File: config.mk
export PLATFORM = sky130hd
export DESIGN_NAME = procyon_dcache_req_arb
export DESIGN_NICKNAME = d
export VERILOG_FILES = /design/src/rtl/procyon_dcache_req_arb.sv
export SDC_FILE = /design/constraint.sdc
export NUM_CORES = 1
export LEC_CHECK = 0
export ABC_AREA = 0
export BUFFER_PORTS_ARGS = -buffer_cell sky130_fd_sc_hd__buf_2
export CELL_PAD_IN_SITES_DETAIL_PLACEMENT = 2
export CELL_PAD_IN_SITES_GLOBAL_PLACEMENT = 2
export CORE_AREA = 4 4 268 270
export CTS_BUF_LIST = sky130_fd_sc_hd__clkbuf_4
export CTS_CLUSTER_DIAMETER = 40
export CTS_CLUSTER_SIZE = 30
export DETAILED_ROUTE_END_ITERATION = 10
export DIE_AREA = 0 0 272 274
export GPL_TIMING_DRIVEN = 0
export PLACE_DENSITY_LB_ADDON = 0.1
export SYNTH_ARGS = -nofsm -noshare
export SYNTH_HDL_FRONTEND = slang
export SYNTH_SLANG_ARGS = --single-unit
File: constraint.sdc
create_clock -name clk -period 19.5 [get_ports clk]
set_clock_uncertainty 0.1 [all_clocks]
set_input_delay 3.9 -clock clk [delete_from_list [all_inputs] [get_ports clk]]
set_output_delay 3.9 -clock clk [all_outputs]
set_load 0.005 [all_outputs]
File: src/rtl/procyon_dcache_req_arb.sv
// Data cache request arbiter: fills beat LSU requests, one registered request per cycle into D0.
// Optional starvation guard for skidded LSU requests: define PCYN_DC_ARB_STARVE_GUARD_EN.
`ifndef PCYN_LSU_FUNC_WIDTH
`define PCYN_LSU_FUNC_WIDTH 4
`endif

module procyon_dcache_req_arb #(
   parameter int OPTN_DATA_WIDTH      = 32,
   parameter int OPTN_ADDR_WIDTH      = 32,
   parameter int OPTN_DC_CACHE_SIZE   = 1024,
   parameter int OPTN_DC_LINE_SIZE    = 32,
   parameter int OPTN_DC_WAY_COUNT    = 1,
   parameter int OPTN_DC_STARVE_LIMIT = 4,
   parameter int DC_LINE_WIDTH        = OPTN_DC_LINE_SIZE * 8,
   parameter int DC_OFFSET_WIDTH      = $clog2(OPTN_DC_LINE_SIZE),
   parameter int DC_INDEX_WIDTH       = $clog2(OPTN_DC_CACHE_SIZE / OPTN_DC_LINE_SIZE / OPTN_DC_WAY_COUNT),
   parameter int DC_TAG_WIDTH         = OPTN_ADDR_WIDTH - DC_INDEX_WIDTH - DC_OFFSET_WIDTH
) (
   input  logic                            clk,
   input  logic                            rst,
   input  logic                            i_stall,
   input  logic                            i_lsu_req_valid,
   output logic                            o_lsu_req_ready,
   input  logic                            i_lsu_req_we,
   input  logic [OPTN_ADDR_WIDTH-1:0]      i_lsu_req_addr,
   input  logic [`PCYN_LSU_FUNC_WIDTH-1:0] i_lsu_req_func,
   input  logic [OPTN_DATA_WIDTH-1:0]      i_lsu_req_data,
   input  logic                            i_fill_valid,
   output logic                            o_fill_ready,
   input  logic [OPTN_ADDR_WIDTH-1:0]      i_fill_addr,
   input  logic                            i_fill_dirty,
   input  logic [DC_LINE_WIDTH-1:0]        i_fill_data,
   output logic                            o_req_valid,
   output logic                            o_wr_en,
   output logic                            o_valid,
   output logic                            o_dirty,
   output logic                            o_fill,
   output logic [DC_TAG_WIDTH-1:0]         o_tag,
   output logic [DC_INDEX_WIDTH-1:0]       o_index,
   output logic [DC_OFFSET_WIDTH-1:0]      o_offset,
   output logic [`PCYN_LSU_FUNC_WIDTH-1:0] o_lsu_func,
   output logic [OPTN_DATA_WIDTH-1:0]      o_data,
   output logic [DC_LINE_WIDTH-1:0]        o_fill_data
);

   localparam int FW = `PCYN_LSU_FUNC_WIDTH;

   logic                       skid_full_q, skid_full_d;
   logic                       skid_we_q;
   logic [OPTN_ADDR_WIDTH-1:0] skid_addr_q;
   logic [FW-1:0]              skid_func_q;
   logic [OPTN_DATA_WIDTH-1:0] skid_data_q;

   logic                       starve_grant;
   logic                       issue_fill, issue_skid, issue_lsu;
   logic                       lsu_accept, skid_load;

   logic                       sel_we;
   logic [OPTN_ADDR_WIDTH-1:0] sel_addr;
   logic [FW-1:0]              sel_func;
   logic [OPTN_DATA_WIDTH-1:0] sel_data;

   logic                       req_valid_q, req_valid_d;
   logic                       wr_en_q, wr_en_d;
   logic                       valid_q, valid_d;
   logic                       dirty_q, dirty_d;
   logic                       fill_q, fill_d;
   logic [DC_TAG_WIDTH-1:0]    tag_q, tag_d;
   logic [DC_INDEX_WIDTH-1:0]  index_q, index_d;
   logic [DC_OFFSET_WIDTH-1:0] offset_q, offset_d;
   logic [FW-1:0]              func_q, func_d;
   logic [OPTN_DATA_WIDTH-1:0] data_q, data_d;
   logic [DC_LINE_WIDTH-1:0]   fill_data_q, fill_data_d;

   // Fill line addresses are always installed at offset 0.
   logic unused_fill_offset;
   assign unused_fill_offset = ^i_fill_addr[DC_OFFSET_WIDTH-1:0];

   assign o_lsu_req_ready = ~skid_full_q;
   assign o_fill_ready    = ~i_stall & ~starve_grant;

   assign issue_fill = i_fill_valid & o_fill_ready;
   assign issue_skid = ~i_stall & ~issue_fill & skid_full_q;
   assign issue_lsu  = ~i_stall & ~issue_fill & ~skid_full_q & i_lsu_req_valid;
   assign lsu_accept = i_lsu_req_valid & o_lsu_req_ready;
   assign skid_load  = lsu_accept & ~issue_lsu;

`ifdef PCYN_DC_ARB_STARVE_GUARD_EN
   localparam int CNT_W = (OPTN_DC_STARVE_LIMIT > 0) ? $clog2(OPTN_DC_STARVE_LIMIT + 1) : 1;
   logic [CNT_W-1:0] starve_cnt_q, starve_cnt_d;

   assign starve_grant = (starve_cnt_q == CNT_W'(OPTN_DC_STARVE_LIMIT));

   // Only fills that overtake a waiting skid entry count toward starvation.
   always_comb begin
      starve_cnt_d = starve_cnt_q;
      if (issue_skid) begin
         starve_cnt_d = '0;
      end else if (issue_fill && skid_full_q) begin
         starve_cnt_d = starve_cnt_q + 1'b1;
      end
   end

   always_ff @(posedge clk or posedge rst) begin
      if (rst) begin
         starve_cnt_q <= '0;
      end else begin
         starve_cnt_q <= starve_cnt_d;
      end
   end
`else
   assign starve_grant = 1'b0;
`endif

   always_comb begin
      skid_full_d = skid_full_q;
      if (issue_skid) begin
         skid_full_d = 1'b0;
      end else if (skid_load) begin
         skid_full_d = 1'b1;
      end
   end

   assign sel_we   = skid_full_q ? skid_we_q   : i_lsu_req_we;
   assign sel_addr = skid_full_q ? skid_addr_q : i_lsu_req_addr;
   assign sel_func = skid_full_q ? skid_func_q : i_lsu_req_func;
   assign sel_data = skid_full_q ? skid_data_q : i_lsu_req_data;

   always_comb begin
      req_valid_d = 1'b0;
      wr_en_d     = 1'b0;
      valid_d     = valid_q;
      dirty_d     = dirty_q;
      fill_d      = fill_q;
      tag_d       = tag_q;
      index_d     = index_q;
      offset_d    = offset_q;
      func_d      = func_q;
      data_d      = data_q;
      fill_data_d = fill_data_q;
      if (issue_fill) begin
         req_valid_d = 1'b1;
         wr_en_d     = 1'b1;
         valid_d     = 1'b1;
         dirty_d     = i_fill_dirty;
         fill_d      = 1'b1;
         tag_d       = i_fill_addr[OPTN_ADDR_WIDTH-1 -: DC_TAG_WIDTH];
         index_d     = i_fill_addr[DC_OFFSET_WIDTH +: DC_INDEX_WIDTH];
         offset_d    = '0;
         func_d      = '0;
         data_d      = '0;
         fill_data_d = i_fill_data;
      end else if (issue_skid || issue_lsu) begin
         req_valid_d = 1'b1;
         wr_en_d     = sel_we;
         valid_d     = 1'b1;
         dirty_d     = sel_we;
         fill_d      = 1'b0;
         tag_d       = sel_addr[OPTN_ADDR_WIDTH-1 -: DC_TAG_WIDTH];
         index_d     = sel_addr[DC_OFFSET_WIDTH +: DC_INDEX_WIDTH];
         offset_d    = sel_addr[DC_OFFSET_WIDTH-1:0];
         func_d      = sel_func;
         data_d      = sel_data;
         fill_data_d = '0;
      end
   end

   always_ff @(posedge clk or posedge rst) begin
      if (rst) begin
         skid_full_q <= 1'b0;
         req_valid_q <= 1'b0;
         wr_en_q     <= 1'b0;
         valid_q     <= 1'b0;
         dirty_q     <= 1'b0;
         fill_q      <= 1'b0;
         tag_q       <= '0;
         index_q     <= '0;
         offset_q    <= '0;
         func_q      <= '0;
         data_q      <= '0;
         fill_data_q <= '0;
      end else begin
         skid_full_q <= skid_full_d;
         req_valid_q <= req_valid_d;
         wr_en_q     <= wr_en_d;
         valid_q     <= valid_d;
         dirty_q     <= dirty_d;
         fill_q      <= fill_d;
         tag_q       <= tag_d;
         index_q     <= index_d;
         offset_q    <= offset_d;
         func_q      <= func_d;
         data_q      <= data_d;
         fill_data_q <= fill_data_d;
      end
   end

   // Skid payload is qualified by skid_full_q, so it needs no reset.
   always_ff @(posedge clk) begin
      if (skid_load) begin
         skid_we_q   <= i_lsu_req_we;
         skid_addr_q <= i_lsu_req_addr;
         skid_func_q <= i_lsu_req_func;
         skid_data_q <= i_lsu_req_data;
      end
   end

   assign o_req_valid = req_valid_q;
   assign o_wr_en     = wr_en_q;
   assign o_valid     = valid_q;
   assign o_dirty     = dirty_q;
   assign o_fill      = fill_q;
   assign o_tag       = tag_q;
   assign o_index     = index_q;
   assign o_offset    = offset_q;
   assign o_lsu_func  = func_q;
   assign o_data      = data_q;
   assign o_fill_data = fill_data_q;

endmodule

; ---- Word-level counts from Yosys, hierarchy flattened
; Cells that the tools add are included.
[op_classes]
n_reduce_logical = 3
n_mux = 28
bitwise_logic = 11
[ops]
columns = cell, count
row1 = 2-to-1 mux 256 bit, 2
row2 = 2-to-1 mux 32 bit, 4
row3 = 2-to-1 mux 22 bit, 2
row4 = 2-to-1 mux 5 bit, 4
row5 = 2-to-1 mux 1 bit, 13
row6 = 2-to-1 mux 4 bit, 3
row7 = AND 1 bit, 7
row8 = NOT 1 bit, 4
row9 = nonzero test 2 bit, 2
row10 = logical OR 1 bit, 1
[word_totals]
out_inout_bits = 331
register_bits = 399
elab_cells = 58

; ---- Depth between registers and ports, before layout
[depth]
depth_word = 10
ltp_mapped = 6
mapped_depth_nobuf = 3

; ---- Worst setup path before layout
; No wires, ideal clock.
[synth_path]
path_kind = input to output
from = input i_stall
to = output o_fill_ready
t_arrival_ns = 3.969
slack_ns = 11.531
path_stages = 1
t_required_ns = 15.500
path_cell_list = inv_1
[synth_between]
elab_chain_len = 1
[synth_lines]
columns = item, line
row1 = start: declaration, 21  ; input logic i_stall,
row2 = NOT 1 bit, 80  ; assign o_fill_ready = ~i_stall & ~starve_grant;
row3 = end: declaration, 29  ; output logic o_fill_ready,
; No other way between the ends.

; ---- Worst setup path after layout
; Ends and elaborated chain as after synthesis.

==> reports/metrics.csv <==
stage;metric;value;unit
final_layout;fin area;22220;um2
clock_network;Max clock buf depth;3;
outcome;outcome;complete, no violations;
clock_network;CTS clock-pin slew for the worst setup and hold paths;0.08;ns
synth;unique cell type count in the Yosys netlist;26;
synth;Main synth FF type;dfrtp_1;
synth;asr flop ratio synth;0.8271;
setup_path;crit path max fanout;5;
synth;Synth Area per Inst;10.46;um2
power_and_ir_drop;Sw Pwr;660.4;uW
global_routing;total congestion overflow;0;
setup_path;crit path DAT;4.26;ns
power_and_ir_drop;clock share of power;0.411;
clock_network;cts repair resizes;0;
drt;final WL;75540;um
drt;Detailed Routing Iterations Pass 1;5;
worst_hold_path;HP Start;o_valid;
timing;Tmin final;8.256;ns
synth;Seq/Total Area, Yosys;0.6521;
synth;Mapped Area;15840;um2
synth;synthesized net count;1877;
setup_path;r2r endpoint;skid_addr_q[20];
power_and_ir_drop;sw frac;0.2976;
timing;Slew Limit Fails;0;
timing;Slew headroom;0.4926;
clock_network;Clock Sinks;399;
drt;Routed WL per cell;22.66;um
synth;Mapped Cells;1514;
final_layout;Final #Nets;2662;
drt;Vias/cell;4.424;
timing;Fin Setup TNS;0;ns
drt;vias;14750;
drt;antenna-violating nets left;0;
clock_network;postcts setup bufs;0;
placement;I/O Buffers;688;
worst_hold_path;Tightest Hold Check Type;reg -> reg;
synth;synth warn;0;
clock_network;CTS Buf Count;91;
global_routing;vias in the first global route;16540;
clock_network;clock latency on the worst-skew pair;0.85;ns
synth;Post-synth EDFFs;69;
setup_path;crit path kind;in -> out;
final_layout;Final Util;0.3195;
global_routing;first-pass GRT wire length;109500;um
final_layout;FILL cells;7899;
clock_network;CTS tree;yes;
placement;Final GP Congestion;0.8383;
global_routing;initial antenna violation count;33;
power_and_ir_drop;P_leak;10.96;nW
setup_path;reg2reg path depth;5;
setup_path;R2R Path Start;skid_full_q;
drt;DRC;0;
timing;Final Hold Viols;0;
placement;placed inst area;20580;um2
final_layout;share of cells above drive strength 1;0.3920;
power_and_ir_drop;Max VDD drop;55.53;uV
timing;fmax;121.1;MHz
synth;Post-synth top cells;nand2_1 (513), dfrtp_1 (330), o21ai_0 (240);
timing;Worst-Margin Slew;0.7611;ns
floorplan;core area;69540;um2
placement;hpwl dp;58160;um
synth;most common cell in the netlist;nand2_1;
setup_path;reg2reg setup slack;17.30;ns
floorplan;Die Y;274;um
timing;# setup viols final;0;
timing;RSZ-0062 raised after global routing;false;
power_and_ir_drop;sequential power share;0.439;
synth;Synth Register Bits;399;
power_and_ir_drop;P_int;1.559;mW
floorplan;Die X;272;um
synth;top cell type's share of synthesized area;0.5213;
setup_path;CP Launch Type;input pin;
power_and_ir_drop;total power draw;2.219;mW
worst_hold_path;Hold Path End;o_valid;
floorplan;Initial Util;0.2278;
run;max-cap violation count;0;
timing;final hold slack;0.4038;ns
global_routing;largest net degree at the start of global routing;106;
floorplan;Row Count;97;
final_layout;area delta synth->final;40.26;%
power_and_ir_drop;Power Density;99.88;nW/um2
timing;Tcrit/Tclk final;0.4234;
worst_hold_path;worst hold path cell count;1;
setup_path;WP data required;15.50;ns
clock_network;CTS Hold Buffers Added;0;
power_and_ir_drop;Comb pwr share;0.150;
synth;leading area contributor after synthesis;dfrtp_1;
setup_path;crit end category;primary output;
global_routing;All-Layer GR Usage;0.1949;
clock_network;H-tree depth;3;
floorplan;Ports;694;
drt;Iteration-0 DRC Markers;522;
clock_network;clk root buf;clkbuf_4;
synth;Synth area leaders;dfrtp_1 (52%), edfxtp_1 (13%), nand2_1 (12%), o21ai_0 (7.6%), mux2i_1 (4.4%);
floorplan;die area;74530;um2
## how the worst max path moves through the flow
| stage | start | to | slack (ns) | cells after the start |
|---|---|---|---|---|
| 2_1_floorplan | rst | o_data[0] | 6.36 | 1 |
| 3_3_place_gp | rst | o_fill_data[153] | 0.73 | 2 |
| 3_5_place_dp | i_stall | o_fill_ready | 11.25 | 3 |
| 4_1_cts | i_stall | o_fill_ready | 11.24 | 3 |
| 5_1_grt | i_stall | o_fill_ready | 11.22 | 3 |
| 6_report | i_stall | o_fill_ready | 11.24 | 3 |
## kinds of logic after synthesis
logic type | count (synthesis) | synth area share
compound gates | 369 | 0.1323
simple gates | 551 | 0.1348
buf+inv | 126 | 0.03720
flops | 399 | 0.6521
mux | 69 | 0.04360
## cells in the final DEF, fill, tap and decap left out, types with 2 or more instances in the layout
master        n
buf_4         5
clkinvlp_4   18
inv_1         3
clkbuf_1     43
mux2i_1      69
clkinv_1     14
nor2_4        2
a21oi_1      35
bufinv_16    17
or2_1         2
a221o_1      28
clkinv_4      7
o211ai_1      6
edfxtp_1     69
nand2b_1      2
clkbuf_4     99
o21ai_0     240
o21ai_1      23
dfrtp_1     330
buf_16        3
diode_2      19
a211oi_1     35
clkinv_2      8
nor3_1       28
inv_6         6
buf_2       760
nand2_1     513
## sequential cells by signal, summed over array words and instances (netlist names)
name and flops:
skid_we_q 1, o_fill_data 256, o_req_valid 1, o_fill 1, o_valid 1, o_lsu_func 4
skid_addr_q 32, o_index 5, o_tag 22, o_data 32, o_dirty 1, o_offset 5
o_wr_en 1, skid_data_q 32, skid_full_q 1, skid_func_q 4
## worst max-delay path: stages
cell	delay (ns)
buf_2	0.13
inv_1	0.08
buf_2	0.14
## routing by layer
metal,global-route usage,wire [um],vias to the layer above
li1,-,-,6793
met1,0.2117,28480,7327
met2,0.3432,38180,450
met3,0.07762,6068,154
met4,0.07240,2660,24
met5,0,160,-
## power by group through the flow
stage               registers [mW]  logic (mW)  clock network [mW]
finish                       0.975       0.333               0.911
global route                 0.986       0.373               0.993
CTS                          0.976       0.345               0.953
detailed placement           0.992       0.344                   0
global placement             0.990       0.332                   0
floorplan                    0.995       0.126                   0
## stage by stage
| stage | std cells | setup WS [ns] |
|---|---|---|
| finish | 3334 | 11.24 |
| global route | 3326 | 11.22 |
| floorplan | 1514 | 6.360 |
| global placement | 3142 | 0.7307 |
| detailed placement | 3146 | 11.25 |
| CTS | 3315 | 11.24 |
## cell type report
type | instances | area (um2) | share of cell area
antenna | 19 | 47.55 | 0.002140
buffer | 122 | 574.3 | 0.02585
clock buffer | 99 | 743.2 | 0.03345
clock inverter | 70 | 852.1 | 0.03835
inverter | 4 | 22.52 | 0.001014
multi-input combinational | 989 | 4927 | 0.2218
sequential | 399 | 10330 | 0.4649
tap | 940 | 1176 | 0.05293
timing repair buffer | 692 | 3546 | 0.1596
No activity file was read; power rests on OpenSTA's default activity.
